### src/rtl/link_ram_rx.sv
// Receive side of the 4-wire ROM link: resynchronise, sample on link-clock fall, fill/show a RAM.
// Optional link watchdog enabled by defining LINK_TIMEOUT_EN.
module link_ram_rx #(
  parameter int ADDR_W         = 4,
  parameter int DATA_W         = 4,
  parameter int SYNC_STAGES    = 2,
  parameter int TIMEOUT_CYCLES = 150_000_000
) (
  input  logic              clk,
  input  logic              rst_n,
  input  logic              i_link_clk,
  input  logic              i_wr_en,
  input  logic [ADDR_W-1:0] i_addr,
  input  logic [DATA_W-1:0] i_data,
  output logic [DATA_W-1:0] leds,
  output logic              o_wr_led,
  output logic              o_frame_done,
  output logic              o_seq_err,
  output logic              o_link_lost,
  output logic [1:0]        o_dbg_state
);

  localparam int DEPTH = 1 << ADDR_W;

  typedef enum logic [1:0] {
    S_IDLE = 2'd0,
    S_LOAD = 2'd1,
    S_SHOW = 2'd2
  } state_t;

  if (SYNC_STAGES < 2) begin : g_bad_sync
    $error("SYNC_STAGES must be at least 2");
  end
  if (TIMEOUT_CYCLES < 2) begin : g_bad_timeout
    $error("TIMEOUT_CYCLES must be at least 2");
  end

  logic [SYNC_STAGES-1:0]             r_sync_clk;
  logic [SYNC_STAGES-1:0]             r_sync_we;
  logic [SYNC_STAGES-1:0][ADDR_W-1:0] r_sync_addr;
  logic [SYNC_STAGES-1:0][DATA_W-1:0] r_sync_data;
  logic                               r_link_prev;
  logic                               w_link_clk_s;
  logic                               w_strobe;

  // Sample handshake: r_sample_v is a one-cycle valid qualifying r_s_we/r_s_addr/r_s_data;
  // there is no ready, the FSM must consume the sample in the cycle it is valid.
  logic              r_sample_v;
  logic              r_s_we;
  logic [ADDR_W-1:0] r_s_addr;
  logic [DATA_W-1:0] r_s_data;

  state_t            r_state;
  state_t            w_state_next;
  logic              w_do_write;
  logic              w_do_read;
  logic              w_check;
  logic              w_timeout;

  logic [DATA_W-1:0] r_ram [DEPTH];
  logic [DEPTH-1:0]  r_valid;
  logic [DATA_W-1:0] r_leds;
  logic [ADDR_W-1:0] r_exp_addr;
  logic              r_seq_err;
  logic              r_frame_done;

  always_ff @(posedge clk or negedge rst_n) begin
    if (!rst_n) begin
      r_sync_clk  <= '0;
      r_sync_we   <= '0;
      r_sync_addr <= '0;
      r_sync_data <= '0;
      r_link_prev <= 1'b0;
    end else begin
      r_sync_clk  <= {r_sync_clk[SYNC_STAGES-2:0], i_link_clk};
      r_sync_we   <= {r_sync_we[SYNC_STAGES-2:0], i_wr_en};
      r_sync_addr <= {r_sync_addr[SYNC_STAGES-2:0], i_addr};
      r_sync_data <= {r_sync_data[SYNC_STAGES-2:0], i_data};
      r_link_prev <= w_link_clk_s;
    end
  end

  // The sender moves the bus on the rising edge, so the falling edge is mid-bit.
  assign w_link_clk_s = r_sync_clk[SYNC_STAGES-1];
  assign w_strobe     = r_link_prev & ~w_link_clk_s;

  always_ff @(posedge clk or negedge rst_n) begin
    if (!rst_n) begin
      r_sample_v <= 1'b0;
      r_s_we     <= 1'b0;
      r_s_addr   <= '0;
      r_s_data   <= '0;
    end else begin
      r_sample_v <= w_strobe;
      if (w_strobe) begin
        r_s_we   <= r_sync_we[SYNC_STAGES-1];
        r_s_addr <= r_sync_addr[SYNC_STAGES-1];
        r_s_data <= r_sync_data[SYNC_STAGES-1];
      end
    end
  end

  always_ff @(posedge clk or negedge rst_n) begin
    if (!rst_n) begin
      r_state <= S_IDLE;
    end else begin
      r_state <= w_state_next;
    end
  end

  always_comb begin
    w_state_next = r_state;
    w_do_write   = 1'b0;
    w_do_read    = 1'b0;
    w_check      = 1'b0;
    if (w_timeout) begin
      w_state_next = S_IDLE;
    end else if (r_sample_v) begin
      unique case (r_state)
        S_IDLE: begin
          if (r_s_addr == '0) begin
            w_state_next = r_s_we ? S_LOAD : S_SHOW;
            w_do_write   = r_s_we;
            w_do_read    = ~r_s_we;
          end
        end
        S_LOAD, S_SHOW: begin
          // Mode follows wr_en on every sample, including on the wrap sample.
          w_state_next = r_s_we ? S_LOAD : S_SHOW;
          w_do_write   = r_s_we;
          w_do_read    = ~r_s_we;
          w_check      = 1'b1;
        end
        default: w_state_next = S_IDLE;
      endcase
    end
  end

  always_ff @(posedge clk) begin
    if (w_do_write) begin
      r_ram[r_s_addr] <= r_s_data;
    end
  end

  always_ff @(posedge clk or negedge rst_n) begin
    if (!rst_n) begin
      r_valid      <= '0;
      r_leds       <= '0;
      r_exp_addr   <= '0;
      r_seq_err    <= 1'b0;
      r_frame_done <= 1'b0;
    end else begin
      r_frame_done <= 1'b0;
      if (w_timeout) begin
        r_valid <= '0;
        r_leds  <= '0;
      end else begin
        if (w_do_write) begin
          r_valid[r_s_addr] <= 1'b1;
          r_leds            <= r_s_data;
          r_frame_done      <= (r_s_addr == ADDR_W'(DEPTH - 1));
        end else if (w_do_read) begin
          r_leds <= r_valid[r_s_addr] ? r_ram[r_s_addr] : '0;
        end
        if (w_do_write || w_do_read) begin
          r_exp_addr <= r_s_addr + ADDR_W'(1);
        end
        if (w_check && (r_s_addr != r_exp_addr)) begin
          r_seq_err <= 1'b1;
        end
      end
    end
  end

`ifdef LINK_TIMEOUT_EN
  localparam int CNT_W = $clog2(TIMEOUT_CYCLES + 1);

  logic [CNT_W-1:0] r_to_cnt;
  logic             r_link_lost;

  // The counter parks at its terminal value once the link is declared lost.
  always_ff @(posedge clk or negedge rst_n) begin
    if (!rst_n) begin
      r_to_cnt    <= '0;
      r_link_lost <= 1'b0;
    end else if (w_strobe) begin
      r_to_cnt    <= '0;
      r_link_lost <= 1'b0;
    end else if (!r_link_lost) begin
      if (w_timeout) begin
        r_link_lost <= 1'b1;
      end else begin
        r_to_cnt <= r_to_cnt + CNT_W'(1);
      end
    end
  end

  assign w_timeout   = ~w_strobe & ~r_link_lost & (r_to_cnt == CNT_W'(TIMEOUT_CYCLES - 1));
  assign o_link_lost = r_link_lost;
`else
  assign w_timeout   = 1'b0;
  assign o_link_lost = 1'b0;
`endif

  assign leds         = r_leds;
  assign o_wr_led     = (r_state == S_LOAD);
  assign o_frame_done = r_frame_done;
  assign o_seq_err    = r_seq_err;
  assign o_dbg_state  = r_state;

endmodule

### config.mk
export PLATFORM = sky130hd
export DESIGN_NAME = link_ram_rx
export DESIGN_NICKNAME = d
export VERILOG_FILES = /design/src/rtl/link_ram_rx.sv
export SDC_FILE = /design/constraint.sdc
export NUM_CORES = 1
export LEC_CHECK = 0
export ABC_CLOCK_PERIOD_IN_PS = 2700
export BUFFER_PORTS_ARGS = -buffer_cell sky130_fd_sc_hd__buf_2
export CAP_MARGIN = 20
export CORE_ASPECT_RATIO = 0.8
export CORE_MARGIN = 2
export CORE_UTILIZATION = 60
export DETAILED_ROUTE_END_ITERATION = 12
export GPL_ROUTABILITY_DRIVEN = 0
export PLACE_DENSITY_LB_ADDON = 0.12
export SLEW_MARGIN = 20
export SYNTH_ARGS = -nofsm -noshare
export SYNTH_HDL_FRONTEND = slang
export SYNTH_SLANG_ARGS = --single-unit
### constraint.sdc
create_clock -name clk -period 2.7 [get_ports clk]
set_input_delay 0.405 -clock clk [delete_from_list [all_inputs] [get_ports clk]]
set_output_delay 0.405 -clock clk [all_outputs]
set_load 0.01 [all_outputs]
# Word-level counts from Yosys, hierarchy flattened
# Memories as Yosys holds them, arrays and structs flattened.
# Index checks and enable logic that the tools add are counted.
[classes] add_sub_neg=1 n_lt_le_gt_ge=2 eq_ne=5 n_mux=21 n_bitwise=4 n_reduce_logical=8
[op_table] operator="$or A16 B16 Y16" n=1
[op_table] operator="$mux W4" n=3
[op_table] operator="$mux W1" n=11
[op_table] operator="$lt A4 B5 Y1 const B" n=1
[op_table] operator="$add A4 B1 Y4 const B" n=1
[op_table] operator="$bmux W1 S4" n=1
[op_table] operator="$demux W1 S4" n=1
[op_table] operator="$eq A4 B4 Y1 const B" n=1
[op_table] operator="$ge A4 B1 Y1 const B" n=1
[op_table] operator="$logic_not A4 Y1" n=1
[op_table] operator="$mux W2" n=2
[op_table] operator="$ne A4 B4 Y1" n=1
[op_table] operator="$pmux W1 S2" n=2
[op_table] operator="$pmux W2 S2" n=1
[op_table] operator="$eq A2 B1 Y1 const B" n=1
[op_table] operator="$eq A2 B2 Y1 const B" n=1
[op_table] operator="$logic_and A1 B1 Y1" n=2
[op_table] operator="$logic_not A2 Y1" n=1
[op_table] operator="$ne A2 B2 Y1 const B" n=1
[op_table] operator="$not A1 Y1" n=2
[op_table] operator="$reduce_and A2 Y1" n=1
[op_table] operator="$reduce_bool A2 Y1" n=1
[op_table] operator="$reduce_or A2 Y1" n=1
[op_table] operator="$and A1 B1 Y1" n=1
[op_table] operator="$logic_or A1 B1 Y1" n=1
[totals] ff_bits=59 mem_bits_rw=64 input_bits=12 out_inout_bits=10 wordCells=59 mem_count=1
[mem_list] memory="r_ram" words=16 width=4 rd=1 rd_clocked_by_memory_dff=0 wr=1 line="60" source="logic [DATA_W-1:0] r_ram [DEPTH];"

# Depth between registers and ports, before layout
[depth] depth_word=6 ltp_mapped=9

# Worst setup path after synthesis
# No wires, ideal clock.
[synth_path] kind="register to register" startpoint="register r_s_addr[0]" endpoint="memory r_ram[15][0] (enable)" t_arrival_ps=1942 required_ps=2365 setup_slack_ps=423 stages_incl_launch_ff=9 path_buffers=2 cell_sequence="dfrtp_1 -> buf_2 -> buf_4 -> inv_1 -> ha_1 -> a31oi_1 -> nor3b_4 -> nand2_1 -> nor2_1"
[synth_between] elab_chain_cells=6
[synth_lines] element="from (decl)" line="50" source="logic [ADDR_W-1:0] r_s_addr;"
[synth_lines] element="from (signal assigned)" line="97" source="r_s_addr <= r_sync_addr[SYNC_STAGES-1];"
[synth_lines] element="$logic_not A4 Y1" line="121" source="if (r_s_addr == '0) begin"
[synth_lines] element="$mux W1" line="121"
[synth_lines] element="$pmux W1 S2" line="119" source="unique case (r_state)"
[synth_lines] element="$mux W1" line="118" source="end else if (r_sample_v) begin"
[synth_lines] element="$mux W1" line="140" source="if (w_do_write) begin"
[synth_lines] element="$mux W1 (not written as such)" line="141" source="r_ram[r_s_addr] <= r_s_data;"
[synth_lines] element="to (decl)" line="60"
# Parallel ways exist; a longest one is shown, timed or not.

# Worst setup path after layout
[layout_path] startpoint="register r_state[0] (netlist: o_dbg_state[0])" endpoint="memory r_ram[8][0] (enable)"
[layout_between] elab_chain_cells=6
[layout_lines] element="from (decl)" line="53" source="state_t r_state;"
[layout_lines] element="from (signal assigned)" line="107" source="r_state <= w_state_next;"
[layout_lines] element="$eq A2 B1 Y1 or $eq A2 B2 Y1 (tied branches)" line="119"
[layout_lines] element="$reduce_or A2 Y1" line="119"
[layout_lines] element="$pmux W1 S2 (*)" line="119"
[layout_lines] element="$mux W1 (*)" line="118"
[layout_lines] element="$mux W1 (*)" line="140"
[layout_lines] element="$mux W1 (not written as such) (*)" line="141"
# Every way passes the cells marked *; elsewhere a longest branch is shown, timed or not.

==> flow_summary.yaml <==
die:
  die_area_um2: 8617
  core_area_um2: 7532
  start_util_pct: 62.82
  die_w_um: 103.3
  rows: 28
  die_h_um: 83.43
  io_pins: 22
final_layout:
  utilization_pct: 74.87
  regArea_um2: 3398
  final_nets: 347
  antenna_cells: 0
  layout-drive-gt1-share_pct: 26.10
  multiInputGateArea_um2: 1264
  final_area_um2: 5639
  area_growth_syn_to_layout_pct: 19.17
  fill_cells: 456
  layout.cells.non_filler: 446
route:
  ant_nets: 0
  avgViaCountPerCell: 5.713
  first_pass_iters: 4
  dr.first_iter.drc_count: 141
  via_count: 2548
  wire_per_inst_um: 19.70
  drc_errors: 0
  wirelength_mm: 8.788
timing:
  max_freq_mhz: 459.4
  period_needed_ps: 2177
  worst_slack_ps: 523.1
  skew_ps: 11.71
  setup_viol: 0
  fin_crit_sh_pct: 80.62
  setup_tns_ps: 0
  finalMaxSlewViolations: 0
  tightest_slew_ps: 731.2
  slew_headroom_pct: 51.25
  rsz0062_at_grt: "false"
  fin_hold_ws_ps: 26.57
  finalHoldViolations: 0
power_and_ir_drop:
  power_frac_comb_pct: 14.6
  seq_power_share_pct: 45.0
  ir_drop_v: 0.0006148
  swShare_pct: 28.03
  clock_power_share_pct: 40.4
  fin_total_pwr_mw: 5.330
  power_density_nw_per_um2: 945.2
  p_int_mw: 3.836
  switching_power_mw: 1.494
  leakage_nw: 2.166
global_route:
  grt_pass1_vias: 2671
  grt_max_degree: 60
  grt_overflow_total: 0
  track_usage_pct: 23.33
  grt_pass1_wl_mm: 14.41
  antenna_found_initial: 0
placed_design:
  place_hpwl_mm: 5.427
  dp.cells: 404
  pre_cts_ws_ps: 535.8
  post_dp_cell_area_um2: 4961
  port_buffers: 20
clock_network:
  cts_made_buffers: 17
  ctsHoldBuffers: 10
  cts_tree: "done"
  h-tree-depth: 4
  clock_latency_ps: 520
  numClockSinks: 123
  cts.repair.resized: 0
  cts_buffer_depth: 2
  cts_setup_buffers: 0
  root_buffer: "clkbuf_8"
  clk_pin_slew_ps: 60
setup_path:
  cpMaxStageDelayCell: "nor2_1"
  critPathLaunchType: "flop"
  slowest_delay_ps: 430
  crit_required_ps: 2870
  critPathCaptureType: "flop"
  cp_max_fo: 8
  worstRegToRegCells: 6
  path_class: "flop to flop"
  timing.rr.end: "r_ram[8][0]"
  critPathArrivalTime_ps: 2340
  r2r-start: "o_dbg_state[0]"
  cp_num_buf_inv: 1
  cpLargestDelayFamily: "simple AND/OR/NAND/NOR gates"
  rrSetupSlack_ps: 520
  crit_chain: "inv_1 > ha_1 > a31oi_1 > nor3b_4 > nand2_1 > nor2_1"
synth:
  yosys_warnings: 0
  yosysSeqAreaShare_pct: 71.81
  yosys.cell_types.count: 34
  synthCells: 283
  synth_area_per_cell_um2: 16.72
  synth.cell_area_um2: 4732
  ys_seq_elements: 123
  synth_fp_nets: 302
status:
  status: "finished clean"
min_path:
  hold_class: "primary input to asynchronous set/reset pin"
job:
  drv_cap: 0
-- routing by layer --
layer / track usage (%) / part of all wire (%) / vias up
met2: 32.05 / 48 / 100
met1: 36.69 / 45 / 1283
met5: 0 / 0 / -
met4: 8.373 / 0.59 / 0
met3: 5.808 / 6.9 / 8
li1: - / - / 1157
-- flip-flops by register name (all words and copies together) (netlist names), 2 cells and up --
register / cells
leds: 4
o_dbg_state: 2
r_exp_addr: 4
r_ram: 64
r_s_addr: 4
r_s_data: 4
r_sync_addr: 8
r_sync_clk: 2
r_sync_data: 8
r_sync_we: 2
r_valid: 16
-- how the worst max path moves through the flow --
stage                    from  slack, ps      endpoint  depth (start not counted)
5_1_grt           r_s_addr[1]        370  r_ram[15][1]                          6
2_1_floorplan     r_s_addr[0]        420  r_ram[15][0]                          8
3_5_place_dp   o_dbg_state[0]        540  r_ram[13][3]                          6
6_report       o_dbg_state[0]        520   r_ram[8][0]                          6
4_1_cts        o_dbg_state[0]        510   r_ram[8][1]                          6
3_3_place_gp      r_s_addr[0]        590       leds[1]                          6
-- layout make-up --
class	count	area share, %
tap	105	2.330
inverter	4	0.2663
timing repair buffer	37	4.482
sequential	123	60.26
multi-input combinational	145	22.41
clock inverter	14	2.463
clock buffer	18	7.788
-- kinds of logic after synthesis --
kind of cell	synth area share [%]
DFF	71.81
and+or+nand+nor	5.500
AOI/OAI and AO/OA	6.135
muxes	12.03
buffers and inverters	1.481
adders and majority gates	1.851
xor gates and xnor gates	1.111
other	0.07925
-- cell usage after synthesis (all sizes together) --
library cell  number  share of area (%)
nand2             21                1.7
nand3              3               0.32
o211a              1               0.21
edfxtp            64                 41
o2111a             1               0.24
xor2               1               0.19
and2               1               0.13
mux2              11                2.6
clkbuf             4               0.32
nand2b             1               0.13
inv                4               0.32
ha                 7                1.9
nor3b              1               0.40
mux2i              4               0.85
o21bai            16                2.5
nor2              24                2.1
or3                1               0.13
xnor2              5               0.93
a31o               1               0.19
a31oi              5               0.66
a311oi             1               0.19
nand4              1               0.13
mux4              18                8.6
buf                7               0.85
conb               1              0.079
dfrtp             59                 31
o21ai              6               0.63
a21oi              2               0.21
nor2b              4               0.53
a22oi              8                1.3
-- cell usage in the layout, fill, tap and decap left out, types with 2 or more instances in the layout --
master         synthesis  routed
nand2_1               21      21
mux2i_1                4       4
buf_4                  3       7
a21oi_1                2       2
inv_1                  4       4
o21ai_0                6       6
nor2b_1                4       4
buf_2                  2      20
inv_6                  0       7
nor2_1                23      23
mux2_2                 9       9
mux2_1                 2       2
mux4_2                18      18
inv_8                  0       4
xnor2_1                5       5
clkbuf_16              0      17
nand3_1                3       3
edfxtp_1              64      64
a22oi_1                8       8
ha_1                   7       7
a31oi_1                5       5
o21bai_1              16      16
dfrtp_1               59      59
dlygate4sd3_1          0      10
-- power groups by stage --
stage	Clock [mW]	Sequential (mW)	Combinational, mW
6_report	2.15	2.40	0.780
5_1_grt	2.27	2.43	0.873
4_1_cts	2.18	2.40	0.784
3_5_place_dp	0	2.44	0.765
3_3_place_gp	0	2.42	0.756
2_1_floorplan	0	2.39	0.539
No activity file was read; power rests on OpenSTA's default activity.
